==> src/rtl/mem_access_unit_pkg.sv <==
// rtl/mem_access_unit_pkg.sv - shared size/state encodings and byte-mask helpers
package mem_access_unit_pkg;

    typedef enum logic [1:0] {
        SZ_BYTE  = 2'd0,
        SZ_HALF  = 2'd1,
        SZ_WORD  = 2'd2,
        SZ_DWORD = 2'd3
    } size_e;

    typedef enum logic [1:0] {
        ST_IDLE   = 2'd0,
        ST_WAIT   = 2'd1,
        ST_ACCESS = 2'd2,
        ST_RESP   = 2'd3
    } state_e;

    localparam logic [7:0] MASK_BYTE  = 8'h01;
    localparam logic [7:0] MASK_HALF  = 8'h03;
    localparam logic [7:0] MASK_WORD  = 8'h0F;
    localparam logic [7:0] MASK_DWORD = 8'hFF;

    function automatic logic [7:0] size_mask(input size_e size);
        case (size)
            SZ_BYTE: return MASK_BYTE;
            SZ_HALF: return MASK_HALF;
            SZ_WORD: return MASK_WORD;
            default: return MASK_DWORD;
        endcase
    endfunction

    // Naturally aligned means the low address bits inside the access size are zero.
    function automatic logic is_misaligned(input size_e size, input logic [2:0] addr_lo);
        case (size)
            SZ_BYTE: return 1'b0;
            SZ_HALF: return addr_lo[0];
            SZ_WORD: return |addr_lo[1:0];
            default: return |addr_lo;
        endcase
    endfunction

endpackage

==> src/rtl/mem_align.sv <==
// rtl/mem_align.sv - byte-lane shift, store mask and load extension (shared with fetch path)
module mem_align
    import mem_access_unit_pkg::*;
(
    input  size_e       size,
    input  logic [2:0]  addr_lo,
    input  logic        is_store,
    input  logic        is_unsigned,
    input  logic [63:0] wdata,
    input  logic [63:0] rdata,
    output logic [63:0] lane_wdata,
    output logic [7:0]  lane_wmask,
    output logic [63:0] load_data
);

    logic [5:0]  shamt;
    logic [63:0] rshift;
    logic        sext;

    assign shamt      = {addr_lo, 3'b000};
    assign lane_wdata = wdata << shamt;
    assign lane_wmask = is_store ? (size_mask(size) << addr_lo) : 8'h00;
    assign rshift     = rdata >> shamt;
    assign sext       = ~is_unsigned;

    always_comb begin
        load_data = rshift;
        case (size)
            SZ_BYTE: load_data = {{56{sext & rshift[7]}},  rshift[7:0]};
            SZ_HALF: load_data = {{48{sext & rshift[15]}}, rshift[15:0]};
            SZ_WORD: load_data = {{32{sext & rshift[31]}}, rshift[31:0]};
            default: load_data = rshift;
        endcase
    end

endmodule

==> src/rtl/mem_access_unit.sv <==
// rtl/mem_access_unit.sv - single-outstanding load/store unit with optional access latency
module mem_access_unit
    import mem_access_unit_pkg::*;
#(
    parameter int LATENCY = 0
) (
    input  logic        clock,
    input  logic        reset,
    input  logic        req_valid,
    output logic        req_ready,
    input  logic        req_wen,
    input  logic [63:0] req_addr,
    input  logic [63:0] req_wdata,
    input  logic [1:0]  req_size,
    input  logic        req_unsigned,
    output logic        mem_en,
    output logic [63:0] mem_addr,
    output logic [63:0] mem_wdata,
    output logic [7:0]  mem_wmask,
    input  logic [63:0] mem_rdata,
    output logic        resp_valid,
    input  logic        resp_ready,
    output logic [63:0] resp_rdata,
    output logic        resp_err
);

    localparam logic [3:0] WAIT_INIT = (LATENCY > 0) ? 4'(LATENCY - 1) : 4'd0;

    state_e      state;
    logic [3:0]  cnt;
    logic        wen_q;
    logic [63:0] addr_q;
    logic [63:0] wdata_q;
    size_e       size_q;
    logic        uns_q;
    logic [63:0] rdata_q;
    logic        err_q;

    logic [63:0] lane_wdata;
    logic [7:0]  lane_wmask;
    logic [63:0] load_data;
    logic        in_access;

    mem_align u_align (
        .size        (size_q),
        .addr_lo     (addr_q[2:0]),
        .is_store    (wen_q),
        .is_unsigned (uns_q),
        .wdata       (wdata_q),
        .rdata       (mem_rdata),
        .lane_wdata  (lane_wdata),
        .lane_wmask  (lane_wmask),
        .load_data   (load_data)
    );

    always_ff @(posedge clock or negedge reset) begin
        if (!reset) begin
            state   <= ST_IDLE;
            cnt     <= 4'd0;
            wen_q   <= 1'b0;
            addr_q  <= 64'd0;
            wdata_q <= 64'd0;
            size_q  <= SZ_BYTE;
            uns_q   <= 1'b0;
            rdata_q <= 64'd0;
            err_q   <= 1'b0;
        end else begin
            case (state)
                ST_IDLE: begin
                    if (req_valid) begin
                        wen_q   <= req_wen;
                        addr_q  <= req_addr;
                        wdata_q <= req_wdata;
                        size_q  <= size_e'(req_size);
                        uns_q   <= req_unsigned;
                        rdata_q <= 64'd0;
                        if (is_misaligned(size_e'(req_size), req_addr[2:0])) begin
                            err_q <= 1'b1;
                            state <= ST_RESP;
                        end else if (LATENCY > 0) begin
                            err_q <= 1'b0;
                            cnt   <= WAIT_INIT;
                            state <= ST_WAIT;
                        end else begin
                            err_q <= 1'b0;
                            state <= ST_ACCESS;
                        end
                    end
                end
                ST_WAIT: begin
                    if (cnt == 4'd0) begin
                        state <= ST_ACCESS;
                    end else begin
                        cnt <= cnt - 4'd1;
                    end
                end
                ST_ACCESS: begin
                    // mem_rdata is only valid during this single strobe cycle.
                    rdata_q <= wen_q ? 64'd0 : load_data;
                    err_q   <= 1'b0;
                    state   <= ST_RESP;
                end
                default: begin
                    if (resp_ready) begin
                        rdata_q <= 64'd0;
                        err_q   <= 1'b0;
                        state   <= ST_IDLE;
                    end
                end
            endcase
        end
    end

    // Gating with reset keeps req_ready low while held in reset even though state reads IDLE.
    assign req_ready  = reset && (state == ST_IDLE);
    assign in_access  = (state == ST_ACCESS);
    assign mem_en     = in_access;
    assign mem_addr   = in_access ? {addr_q[63:3], 3'b000} : 64'd0;
    assign mem_wdata  = in_access ? lane_wdata : 64'd0;
    assign mem_wmask  = in_access ? lane_wmask : 8'h00;
    assign resp_valid = (state == ST_RESP);
    assign resp_rdata = rdata_q;
    assign resp_err   = err_q;

endmodule

==> config.mk <==
export PLATFORM = sky130hd
export DESIGN_NAME = mem_access_unit
export DESIGN_NICKNAME = d
export VERILOG_FILES = /design/src/rtl/mem_access_unit_pkg.sv /design/src/rtl/mem_align.sv /design/src/rtl/mem_access_unit.sv
export SDC_FILE = /design/constraint.sdc
export NUM_CORES = 1
export LEC_CHECK = 0
export ABC_AREA = 1
export CORE_MARGIN = 2
export CORE_UTILIZATION = 34
export DETAILED_ROUTE_END_ITERATION = 12
export HOLD_SLACK_MARGIN = 0.03
export PLACE_DENSITY = 0.7
export SLEW_MARGIN = 10
export SYNTH_ARGS = -nofsm -noshare
export SYNTH_HDL_FRONTEND = slang
export SYNTH_HIERARCHICAL = 1
export SYNTH_SLANG_ARGS = --single-unit
==> constraint.sdc <==
create_clock -name clock -period 1.8 [get_ports clock]
set_clock_uncertainty 0.15 [all_clocks]
set_input_delay 0.18 -clock clock [delete_from_list [all_inputs] [get_ports clock]]
set_output_delay 0.18 -clock clock [all_outputs]
set_load 0.03 [all_outputs]
# After elaboration in Yosys (flattened, before gate mapping)
# Index checks and enable logic that the tools add are counted.
# totals
reg_bits	203
in_bits	200
output_inout_bits	204
# op_classes
add_sub_neg	1
eq_ne	9
n_shift	3
muxes	22
bitwise	6
reduce_logical	13
# op_table
operator	n
$pmux 64 s3	2
$mux 64	5
$shl 64x6->64	1
$shr 64x6->64	1
$pmux 8 s3	1
$mux 8	2
$eq 2x2->1 const B	4
$shl 8x3->8	1
$eq 2x1->1 const B	3
$logic_not 2->1	3
$mux 1	6
$mux 2	3
$pmux 1 s3	2
$pmux 2 s3	1
$reduce_and 3->1	2
$logic_not 4->1	1
$ne 2x2->1 const B	2
$reduce_and 2->1	2
$reduce_bool 4->1	1
$sub 4x1->4 const B	1
$and 1x1->1	3
$not 1->1	3
$reduce_bool 3->1	1
$reduce_or 3->1	1
other kinds (2)	2

# Logic depth before layout (Yosys ltp)
# Gate-level depths: netlist of run 1.
# logic_depth
depth_word	7
ltp_mapped	13
ltp_nobuf	11

# Hierarchy
# The synthesis of run 1 kept the hierarchy.
# by_module_without_submodules
mod	instances	cells_each	area_each_um2	seq_area_each_um2
mem_access_unit	1	1128	8992.4	5079.9
mem_align	1	831	3917.5	0.0

# Worst setup path after synthesis of run 1
# Ideal clock, no wire load.
# synth_timing
path_kind	register to output
from	reg addr_q[1]
to	out mem_wdata[40]
t_arrival_ps	1799
t_required_ps	1470
slack_ps	-329
path_stages_with_launch	8
cell_sequence	dfrtp_1 > inv_2 > buf_1 > clkbuf_1 > nand2_1 > o21ai_0 > inv_1 > nor2_1
# synth_via
elab_chain_len	2
# synth_rtl
item	line_no	source
from (decl)	mem_access_unit.sv:32	logic [63:0] addr_q;
from (signal assigned)	mem_access_unit.sv:72	addr_q <= req_addr;
$shl 64x6->64	mem_align.sv:21	assign lane_wdata = wdata << shamt;
via lane_wdata[40]	mem_access_unit.sv:39	logic [63:0] lane_wdata;
$mux 64	mem_access_unit.sv:119	assign mem_wdata = in_access ? lane_wdata : 64'd0;
to (decl)	mem_access_unit.sv:18	output logic [63:0] mem_wdata,
# The timed path passes the listed nets, and every way through them passes these cells.

# Final worst setup path of run 1
# layout_timing
from	reg addr_q[0]
to	out mem_wdata[38]
# Same word-level chain as after synthesis.

==> flow_metrics.py, run 1 <==
metrics = {
    "critical_path": {
        "critical_path.most_common_cell": "buf_12",
        "path_delay_family": "buffers and inverters",
        "path_buf_inv": 4,
        "cp-end-kind": "output port",
        "crit_path_max_incr_delay_ns": 0.52,
        "reg2reg_from": "addr_q[0]",
        "path_class": "flop to output port",
        "r2r_setup_slack_ns": -0.65,
        "required_ns": 1.47,
        "ff2ff_path_depth": 15,
        "r2r_end": "resp_rdata[48]",
        "crit_arrival_ns": 2.25,
        "worstPathCellList": "buf_12 > buf_8 > mux2i_2 > nand2_1 > o211ai_1 > o21ai_1 > inv_1 > nor2_4 > buf_12",
        "path_max_fanout": 12,
        "critPathLaunchType": "flop",
        "slowest_stage": "dfrtp_4",
    },
    "floorplanning": {
        "fp.dieW_um": 198.9,
        "die_area_sq_um": 39550,
        "num_io_pins": 404,
        "num_rows": 71,
        "die_y_um": 198.9,
        "start_util_pct": 34.44,
        "coreArea_sq_um": 37490,
    },
    "clock_network": {
        "cts_sinks": 203,
        "cts.htree.levels": 1,
        "cts_root_buf": "clkbuf_16",
        "numCtsBuffers": 25,
        "cts_tree": "built",
        "clkTransAtPathRegs_ns": 0.06,
        "clockBufferDepth": 3,
        "clkLatencyLatePin_ns": 0.55,
    },
    "synth": {
        "synthCells": 1959,
        "netlist_area_sq_um": 12910,
        "ys_seq_area_share_pct": 39.35,
        "synth_edf_count": 0,
        "synth_mux_area_share_pct": 2.248,
        "synth_ff_type": "dfrtp_1",
        "synth-simple-area-share_pct": 36.15,
        "synth_top_area_share_pct": 39.35,
        "synth_top_family_by_area": "simple AND/OR/NAND/NOR gates",
        "synthArstFlopShare_pct": 100.0,
        "ys_top_cells_by_area": "dfrtp_1 39%, nand2_1 16%, nand3_1 11%",
        "synthTopCellsByCount": "534 x nand2_1, 283 x nand3_1, 254 x nor2_1, 203 x dfrtp_1, 181 x inv_1",
        "synth_fa_ha_area_share_pct": 0.09692,
        "yosysMostFrequentCell": "nand2_1",
        "synth.largest_area_cell": "dfrtp_1",
        "syn_avg_cell_area_sq_um": 6.590,
        "synth_cell_type_count": 33,
        "ys_seq_elements": 203,
        "yosysWarnings": 6,
        "synth_xor_xnor_area_share_pct": 0.2035,
        "synth_compound_area_share_pct": 10.58,
    },
    "flow_run": {
        "cap_violations": 0,
    },
    "worst_hold_path": {
        "holdPathStages": 3,
        "hold_path.class": "input pin to flop",
        "holdPathEnd": "wdata_q[53]",
        "min_from": "req_wdata[53]",
    },
    "global_routing": {
        "grt_max_degree": 114,
        "grt_pass1_vias": 15860,
        "grt_pass1_wl_um": 92220,
        "antenna_found_initial": 3,
        "track_usage_pct": 30.41,
        "gr-total-overflow": 0,
    },
    "finish": {
        "fin_util_pct": 62.93,
        "final_area_sq_um": 23590,
        "nets": 2679,
        "final_layout_size_suffix_gt1_share_pct": 34.84,
        "area_growth_pct": 82.74,
    },
    "timing": {
        "max_freq_mhz": 387.1,
        "grt_setup_unrepaired": "true",
        "finalWorstSetupSlack_ns": -0.7831,
        "fin_tns_setup_ns": -101.82,
        "tightestPinTransition_ns": 0.7483,
        "fin_crit_sh_pct": 143.5,
        "hold_viol_final": 0,
        "relSlewSlack_pct": 50.11,
        "slew_violations": 0,
        "period_minus_slack_ns": 2.583,
        "setup_viol": 291,
    },
    "place": {
        "portBuffers": 400,
        "gp_congestion": 0.9660,
        "pre_cts_ws_ns": -0.4056,
        "dpl-instance-area_sq_um": 19000,
        "dp_hpwl_um": 41310,
    },
    "run_status": {
        "status": "finished, violations left",
        "violations": "setup timing",
    },
    "detailed_routing": {
        "routed_wl_um": 63240,
        "drt-pass1-iter-count": 7,
        "avgRoutedWirePerCell_um": 21.01,
        "drc_errors": 0,
        "vias": 16300,
        "drt_iter0_drc": 1292,
        "viasPerCell": 5.414,
        "postRouteAntennaNets": 0,
    },
    "pwr": {
        "p_per_area_nw_per_um2": 2238,
        "vdd_drop_max_v": 0.001399,
        "leakage_nw": 11.11,
        "power_mw": 52.81,
    },
}
==> where the power goes <==
group	internal (mW)	switching, mW	leakage (nW)
Sequential	6.54	1.60	2.50
Combinational	16.4	22.8	8.17
Clock	3.24	2.17	0.432
Total	26.2	26.6	11.1
==> cells in the final DEF (no fill, tap or decap), types with 59 or more instances in the layout <==
cell type / count
a21oi_1: 75
buf_12: 76
buf_4: 132
buf_6: 141
clkdlybuf4s50_1: 260
dfrtp_1: 198
inv_1: 139
nand2_1: 454
nand3_1: 242
nor2_1: 94
nor2_4: 151
o21ai_1: 59
==> repair_timing <==
action,4_1_cts,5_1_grt
endpoints found under the setup margin,263,328
gates cloned,17,6
gates resized for setup,539,279
endpoints found under the hold margin,211,0
hold buffers,9,0
pin swaps,91,215
buffers inserted,48,28
==> final cells by class <==
class	count	area, sq um
Fill cell	3167	13900
Multi-Input combinational cell	1411	8730
Timing Repair Buffer	651	7496
Sequential cell	203	5089
Inverter	185	737.0
Clock buffer	32	711.9
Tap cell	511	639.4
Clock inverter	14	167.7
Timing Repair inverter	1	16.27
Antenna cell	2	5.005
==> worst max-delay path by stage <==
stage                    from             end  slack (ns)  cells after the start
floorplan           addr_q[2]   mem_wdata[54]       -0.04                      8
global placement    addr_q[0]  resp_rdata[13]       -0.45                      9
detailed placement  addr_q[0]   resp_rdata[2]       -0.41                      9
CTS                 addr_q[0]   mem_wdata[59]       -0.76                      9
global route        addr_q[0]   mem_wdata[38]       -0.87                      9
finish              addr_q[0]   mem_wdata[38]       -0.78                      9
==> logic make-up after synthesis <==
group                      after synthesis
muxes                                   29
adders and majority gates                1
xor gates and xnor gates                 3
AOI/OAI and AO/OA                      258
buffers and inverters                  347
DFF                                    203
and+or+nand+nor                       1117
other                                    1
==> routing by layer <==
layer / up-vias / GRT usage (%) / wire, um
met5: - / 0 / 13
met4: 2 / 15.34 / 4020
met3: 247 / 4.425 / 5109
met2: 919 / 51.46 / 30700
met1: 7804 / 37.81 / 23390
li1: 7325 / - / -
==> through the flow <==
stage / hold WS, ns / std cells
floorplan: -0.2656 / 1961
CTS: 0.03029 / 2994
finish: 0.04483 / 3010
detailed placement: 0.1846 / 2874
global placement: 0.1852 / 2874
global route: 0.04417 / 3010
==> worst min-delay path, cell delays in order <==
cell             delay [ns]
clkdlybuf4s50_1        0.39
nand3_1                0.08
nand2_1                0.05
==> sequential cells by signal, summed over array words and instances (netlist names) <==
register    flops
addr_q         64
uns_q           1
size_q          2
wdata_q        64
wen_q           1
cnt             4
resp_err        1
resp_rdata     64
state           2
No activity file was read; power rests on OpenSTA's default activity.
==> inputs of run 2 (changes only) <==
--- a/config.mk
+++ b/config.mk
@@ -6,11 +6,12 @@
 export NUM_CORES = 1
 export LEC_CHECK = 0
 export ABC_AREA = 1
+export CORE_ASPECT_RATIO = 2
 export CORE_MARGIN = 2
 export CORE_UTILIZATION = 34
 export DETAILED_ROUTE_END_ITERATION = 12
 export HOLD_SLACK_MARGIN = 0.03
-export PLACE_DENSITY = 0.7
+export PLACE_DENSITY = 0.68
 export SLEW_MARGIN = 10
 export SYNTH_ARGS = -nofsm -noshare
 export SYNTH_HDL_FRONTEND = slang
==> constraint.sdc (replaced) <==
create_clock -name clock -period 2.7 [get_ports clock]
set_clock_uncertainty 0.15 [all_clocks]
set_input_delay 0.27 -clock clock [delete_from_list [all_inputs] [get_ports clock]]
set_output_delay 0.27 -clock clock [all_outputs]
set_load 0.03 [all_outputs]
==> run 2 against run 1 <==
  * The run still ends with setup timing left
  * Non-clock buffer count decreased by 187
  * Clock-buffer cell count fell by 5
  * Worst hold slack gained 0.11 ns
  * Global-route usage fell by 4.6 points
  * Critical path depth is the same
  * Critical path type unchanged
==> flow_metrics.py, run 2 (synthesis results as in run 1) <==
metrics = {
    "floorplanning": {
        "start_util_pct": 34.28,
        "fp.dieW_um": 141.8,
        "coreArea_sq_um": 37660,
        "num_rows": 101,
        "die_area_sq_um": 39640,
        "die_y_um": 279.6,
        "num_io_pins": 404,
    },
    "worst_hold_path": {
        "holdPathEnd": "wdata_q[0]",
        "min_from": "req_wdata[0]",
        "holdPathStages": 3,
        "hold_path.class": "input pin to flop",
    },
    "critical_path": {
        "r2r_end": "resp_rdata[45]",
        "r2r_setup_slack_ns": 0.17,
        "cp-end-kind": "output port",
        "path_max_fanout": 10,
        "path_class": "flop to output port",
        "crit_arrival_ns": 2.31,
        "reg2reg_from": "addr_q[0]",
        "required_ns": 2.28,
        "critPathLaunchType": "flop",
        "ff2ff_path_depth": 11,
    },
    "global_routing": {
        "grt_pass1_vias": 13870,
        "gr-total-overflow": 0,
        "grt_max_degree": 100,
        "antenna_found_initial": 6,
        "grt_pass1_wl_um": 79930,
        "track_usage_pct": 25.86,
    },
    "timing": {
        "slew_violations": 0,
        "fin_crit_sh_pct": 101.0,
        "relSlewSlack_pct": 43.06,
        "fin_hold_ws_ns": 0.1503,
        "hold_viol_final": 0,
        "fin_tns_setup_ns": -0.02738,
        "max_freq_mhz": 366.7,
        "grt_setup_unrepaired": "true",
        "finalWorstSetupSlack_ns": -0.02738,
        "setup_viol": 1,
        "tightestPinTransition_ns": 0.8541,
        "period_minus_slack_ns": 2.727,
    },
    "finish": {
        "final_common_cell": "nand2_1",
        "final_layout_size_suffix_gt1_share_pct": 12.86,
        "num-fill-cells": 3812,
        "nets": 2487,
        "layout.cells.non_filler": 2765,
        "multi_input_area_sq_um": 6575,
        "seq_area_sq_um": 5087,
        "layout_common_cells": "528 x nand2_1, 281 x nand3_1, 264 x clkdlybuf4s50_1",
        "area_growth_pct": 41.11,
    },
    "pwr": {
        "leakage_nw": 9.228,
        "vdd_drop_max_v": 0.0008543,
        "p_per_area_nw_per_um2": 1403,
    },
    "clock_network": {
        "clkTransAtPathRegs_ns": 0.07,
        "numCtsBuffers": 21,
        "clkLatencyLatePin_ns": 0.52,
        "clockBufferDepth": 3,
        "cts_sinks": 203,
        "cts_tree": "built",
        "cts_root_buf": "clkbuf_16",
        "cts.htree.levels": 1,
    },
    "place": {
        "dp_hpwl_um": 38300,
        "pre_cts_ws_ns": 0.1948,
        "place_inst": 2716,
        "portBuffers": 400,
        "gp_congestion": 0.9728,
    },
    "detailed_routing": {
        "drt_iter0_drc": 1465,
        "vias": 14490,
        "viasPerCell": 5.241,
        "postRouteAntennaNets": 0,
        "avgRoutedWirePerCell_um": 19.04,
        "drt-pass1-iter-count": 7,
        "routed_wl_um": 52650,
        "drc_errors": 0,
    },
    "flow_run": {
        "cap_violations": 0,
    },
    "run_status": {
        "status": "finished, violations left",
        "violations": "setup timing",
    },
}
-- run 2: cell count changes in the layout (fill, tap and decap cells not counted), sizes merged, moves of 3 or more --
cell           delta
buf             -174
clkbuf           -11
dlygate4sd3       -7
clkinv            -5
clkdlybuf4s50     +4
bufbuf            -3
clkinvlp          -3
inv               +3
-- run 2: per-stage QoR --
| step | power (mW) | area [sq um] | utilization [%] |
|---|---|---|---|
| floorplan | 15.36 | 12920 | - |
| global placement | 21.50 | 17120 | 45.46 |
| detailed placement | 21.58 | 17120 | 45.46 |
| CTS | 25.13 | 17990 | 47.78 |
| global route | 27.25 | 18220 | 48.37 |
| finish | 25.56 | 18220 | 48.38 |
-- run 2: worst max-delay path, cell delays in order, from the launching register on --
cell and delay [ns]:
dfrtp_4 0.57, buf_6 0.17, buf_12 0.14, nand2_2 0.05, nand2_1 0.07, o211ai_1 0.35, o21ai_1 0.13, inv_1 0.09
nor2_1 0.05, buf_4 0.16
-- run 2: report_power, final --
part	internal [mW]	switching (mW)	total, mW	leakage (nW)
combinational	5.83	11.1	16.9	6.35
clock	1.93	1.33	3.26	0.371
sequential	4.35	1.05	5.41	2.50
-- run 2: area by class of cell --
type / count / share of cell area (%)
antenna: 1 / 0.01374
clock buffer: 27 / 3.228
clock inverter: 11 / 0.9066
inverter: 185 / 3.894
multi-input combinational: 1411 / 36.09
sequential: 203 / 27.93
tap: 463 / 3.180
timing repair buffer: 464 / 24.76
-- run 2: per-layer routing --
layer / global-route usage [%] / vias up / part of all wire [%] / wire length (um)
met5: 0 / - / 0.091 / 48
met4: 11.21 / 8 / 4.4 / 2307
met3: 4.923 / 125 / 8.8 / 4651
met2: 43.69 / 741 / 48 / 25260
met1: 32.00 / 6704 / 39 / 20380
li1: - / 6912 / - / -
-- run 2: worst max-delay path by stage --
stage              start            end  slack (ns)  cells past startpoint
2_1_floorplan  addr_q[1]  mem_wdata[40]        0.48                      7
3_3_place_gp   addr_q[0]  mem_wdata[43]        0.21                      7
3_5_place_dp   addr_q[0]  mem_wdata[59]        0.19                      7
4_1_cts        addr_q[0]  mem_wdata[37]       -0.06                      8
5_1_grt        addr_q[0]  mem_wdata[38]       -0.06                      9
6_report       addr_q[0]  mem_wdata[38]       -0.03                      9
-- run 2: timing repair --
action                                  CTS  global route
endpoints found under the hold margin   203             0
pin swaps                                 3            29
endpoints found under the setup margin   43            55
gates cloned                              0             0
buffers inserted                          6             2
hold buffers                              2             0
gates resized for setup                  33            88
==> inputs of run 3 (changes only) <==
--- a/config.mk
+++ b/config.mk
@@ -6,12 +6,14 @@
 export NUM_CORES = 1
 export LEC_CHECK = 0
 export ABC_AREA = 1
+export CELL_PAD_IN_SITES_DETAIL_PLACEMENT = 1
+export CELL_PAD_IN_SITES_GLOBAL_PLACEMENT = 1
 export CORE_ASPECT_RATIO = 2
 export CORE_MARGIN = 2
-export CORE_UTILIZATION = 34
+export CORE_UTILIZATION = 33
 export DETAILED_ROUTE_END_ITERATION = 12
 export HOLD_SLACK_MARGIN = 0.03
-export PLACE_DENSITY = 0.68
+export PLACE_DENSITY = 0.93
 export SLEW_MARGIN = 10
 export SYNTH_ARGS = -nofsm -noshare
 export SYNTH_HDL_FRONTEND = slang
==> constraint.sdc (replaced) <==
create_clock -name clock -period 2.82 [get_ports clock]
set_clock_uncertainty 0.15 [all_clocks]
set_input_delay 0.282 -clock clock [delete_from_list [all_inputs] [get_ports clock]]
set_output_delay 0.282 -clock clock [all_outputs]
set_load 0.03 [all_outputs]
==> run 3 against run 2 <==
  * The flow still finishes with violations (setup timing)
  * Total power up 0.44%
  * Combinational power grew 4%
  * Worst hold slack gained 0.0032 ns
  * Cell count is 2.8% higher
  * Core utilization decreased by 0.055 points
  * Clock power fell by 15%
  * Setup slack worse by 0.065 ns
  * Routed wire length is 25% higher
  * Critical endpoint unchanged
  * Largest cell class unchanged
  * Largest power group unchanged
==> flow_metrics.py, run 3 (synthesis results as in run 1) <==
metrics = {
    "global_routing": {
        "top_usage_layer": "met2",
        "grt_pass1_wl_um": 96970,
        "globalRouteMet2Util_pct": 59.46,
        "gr-total-overflow": 0,
        "antenna_found_initial": 9,
        "grt_max_degree": 87,
        "met1_usage_pct": 28.90,
        "track_usage_pct": 31.66,
        "grtUsageMet3_pct": 4.911,
        "grt_pass1_vias": 16180,
    },
    "floorplanning": {
        "die_area_sq_um": 40820,
        "fp.dieW_um": 143.9,
        "coreArea_sq_um": 38670,
        "num_rows": 102,
        "die_y_um": 283.7,
        "num_io_pins": 404,
        "start_util_pct": 33.39,
    },
    "clock_network": {
        "clkTransAtPathRegs_ns": 0.07,
        "cts_tree": "built",
        "clkLatencyLatePin_ns": 0.54,
        "clockBufferDepth": 3,
        "numCtsBuffers": 21,
        "cts.htree.levels": 1,
        "cts_root_buf": "clkbuf_16",
        "cts_sinks": 203,
    },
    "finish": {
        "multi_input_area_sq_um": 6628,
        "seq_area_sq_um": 5089,
        "num-fill-cells": 4843,
        "fin_util_pct": 48.32,
        "layout_common_cells": "529 x nand2_1, 278 x nand3_1, 265 x clkdlybuf4s50_1",
        "final_layout_size_suffix_gt1_share_pct": 13.83,
        "nets": 2501,
        "final_common_cell": "nand2_1",
        "final_area_sq_um": 18690,
        "area_growth_pct": 44.74,
    },
    "critical_path": {
        "critPathLaunchType": "flop",
        "reg2reg_from": "addr_q[0]",
        "path_class": "flop to output port",
        "path_max_fanout": 8,
        "r2r_setup_slack_ns": 0.30,
        "ff2ff_path_depth": 9,
        "r2r_end": "resp_rdata[52]",
        "cp-end-kind": "output port",
        "slowest_stage": "dfrtp_4",
        "path_delay_family": "compound AO/OA/AOI/OAI gates",
        "required_ns": 2.39,
        "crit_arrival_ns": 2.48,
        "critical_path.most_common_cell": "buf_12",
        "crit_path_max_incr_delay_ns": 0.57,
        "worstPathCellList": "buf_12 > buf_6 > nand2_2 > nand2_1 > o211ai_1 > o21ai_1 > inv_1 > nor2_2 > buf_12",
        "path_buf_inv": 4,
    },
    "detailed_routing": {
        "postRouteAntennaNets": 0,
        "viasPerCell": 5.323,
        "routed_wl_um": 65900,
        "avgRoutedWirePerCell_um": 23.19,
        "drc_errors": 0,
        "drt-pass1-iter-count": 5,
        "vias": 15130,
        "drt_iter0_drc": 804,
    },
    "place": {
        "gp_congestion": 1.005,
        "dp_hpwl_um": 51050,
        "portBuffers": 400,
        "dpl-instance-area_sq_um": 17600,
    },
    "worst_hold_path": {
        "hold_path.class": "input pin to flop",
        "holdPathEnd": "wdata_q[45]",
        "min_from": "req_wdata[45]",
        "holdPathStages": 3,
    },
    "pwr": {
        "sw_frac_of_total_pct": 54.09,
        "p_per_area_nw_per_um2": 1374,
        "leakage_nw": 9.320,
        "vdd_drop_max_v": 0.0006535,
        "p_seq_share_pct": 20.5,
        "pwr-share-comb_pct": 68.6,
        "p_sw_mw": 13.89,
        "internal_power_mw": 11.79,
        "pwr-share-clk_pct": 10.8,
    },
    "timing": {
        "fin_crit_sh_pct": 103.3,
        "setup_viol": 1,
        "period_minus_slack_ns": 2.912,
        "hold_viol_final": 0,
        "finalWorstSetupSlack_ns": -0.09208,
        "max_freq_mhz": 343.4,
        "grt_setup_unrepaired": "true",
        "relSlewSlack_pct": 45.56,
        "slew_violations": 0,
        "fin_tns_setup_ns": -0.09208,
        "tightestPinTransition_ns": 0.8081,
    },
    "run_status": {
        "violations": "setup timing",
        "status": "finished, violations left",
    },
    "flow_run": {
        "cap_violations": 0,
    },
}
-- run 3: area by class of cell --
class,instances,area share (%)
Inverter,185,3.783
Antenna cell,8,0.1071
Clock inverter,10,0.4018
Clock buffer,27,3.094
Timing Repair Buffer,478,26.43
Tap cell,520,3.482
Sequential cell,203,27.23
Multi-Input combinational cell,1411,35.47
-- run 3: worst register-to-register path, delay by kind of cell, from the launching register on --
family | cells | cell delay, ns
flip-flops | 1 | 0.53
AND/OR/NAND/NOR | 7 | 1.00
buffers and inverters | 2 | 0.73
-- run 3: stage by stage --
| step | hold WS [ns] | total power [mW] | instances | setup WS (ns) |
|---|---|---|---|---|
| after floorplan | -0.1636 | 14.70 | 1961 | 0.5886 |
| after global placement | 0.3040 | 21.48 | 2790 | 0.3980 |
| after detailed placement | 0.3086 | 22.00 | 2790 | 0.3827 |
| after CTS | 0.1395 | 25.23 | 2831 | -0.08267 |
| after global routing | 0.1618 | 27.14 | 2838 | -0.09778 |
| final | 0.1536 | 25.68 | 2842 | -0.09208 |
-- run 3: worst max-delay path by stage --
stage | start | end | slack (ns) | cells after the start
2_1_floorplan | addr_q[1] | mem_wdata[40] | 0.59 | 7
3_3_place_gp | addr_q[0] | mem_wdata[56] | 0.40 | 9
3_5_place_dp | addr_q[0] | mem_wdata[56] | 0.38 | 9
4_1_cts | addr_q[0] | mem_wdata[57] | -0.08 | 10
5_1_grt | addr_q[0] | mem_wdata[54] | -0.1 | 9
6_report | addr_q[0] | mem_wdata[38] | -0.09 | 9
-- run 3: timing repair --
item                                    CTS  global route
cloned                                    2             2
buffers inserted                          1             1
hold endpoints to repair                109             0
endpoints found under the setup margin   33            58
hold buffers                              1             0
pin swaps                                 1            13
gates resized for setup                  49            76
-- run 3: power groups by stage --
stage,Combinational (mW),Clock (mW),Sequential [mW]
final,17.6,2.78,5.27
after global routing,18.8,2.94,5.37
after CTS,17.1,2.85,5.23
after detailed placement,16.8,0,5.24
after global placement,16.3,0,5.15
after floorplan,9.13,0,5.58
-- run 3: per-layer routing --
layer,vias to the layer above,part of all wire (%)
met2,592,53
met3,224,5.1
met5,-,0.024
met4,2,10
met1,7361,31
li1,6948,-
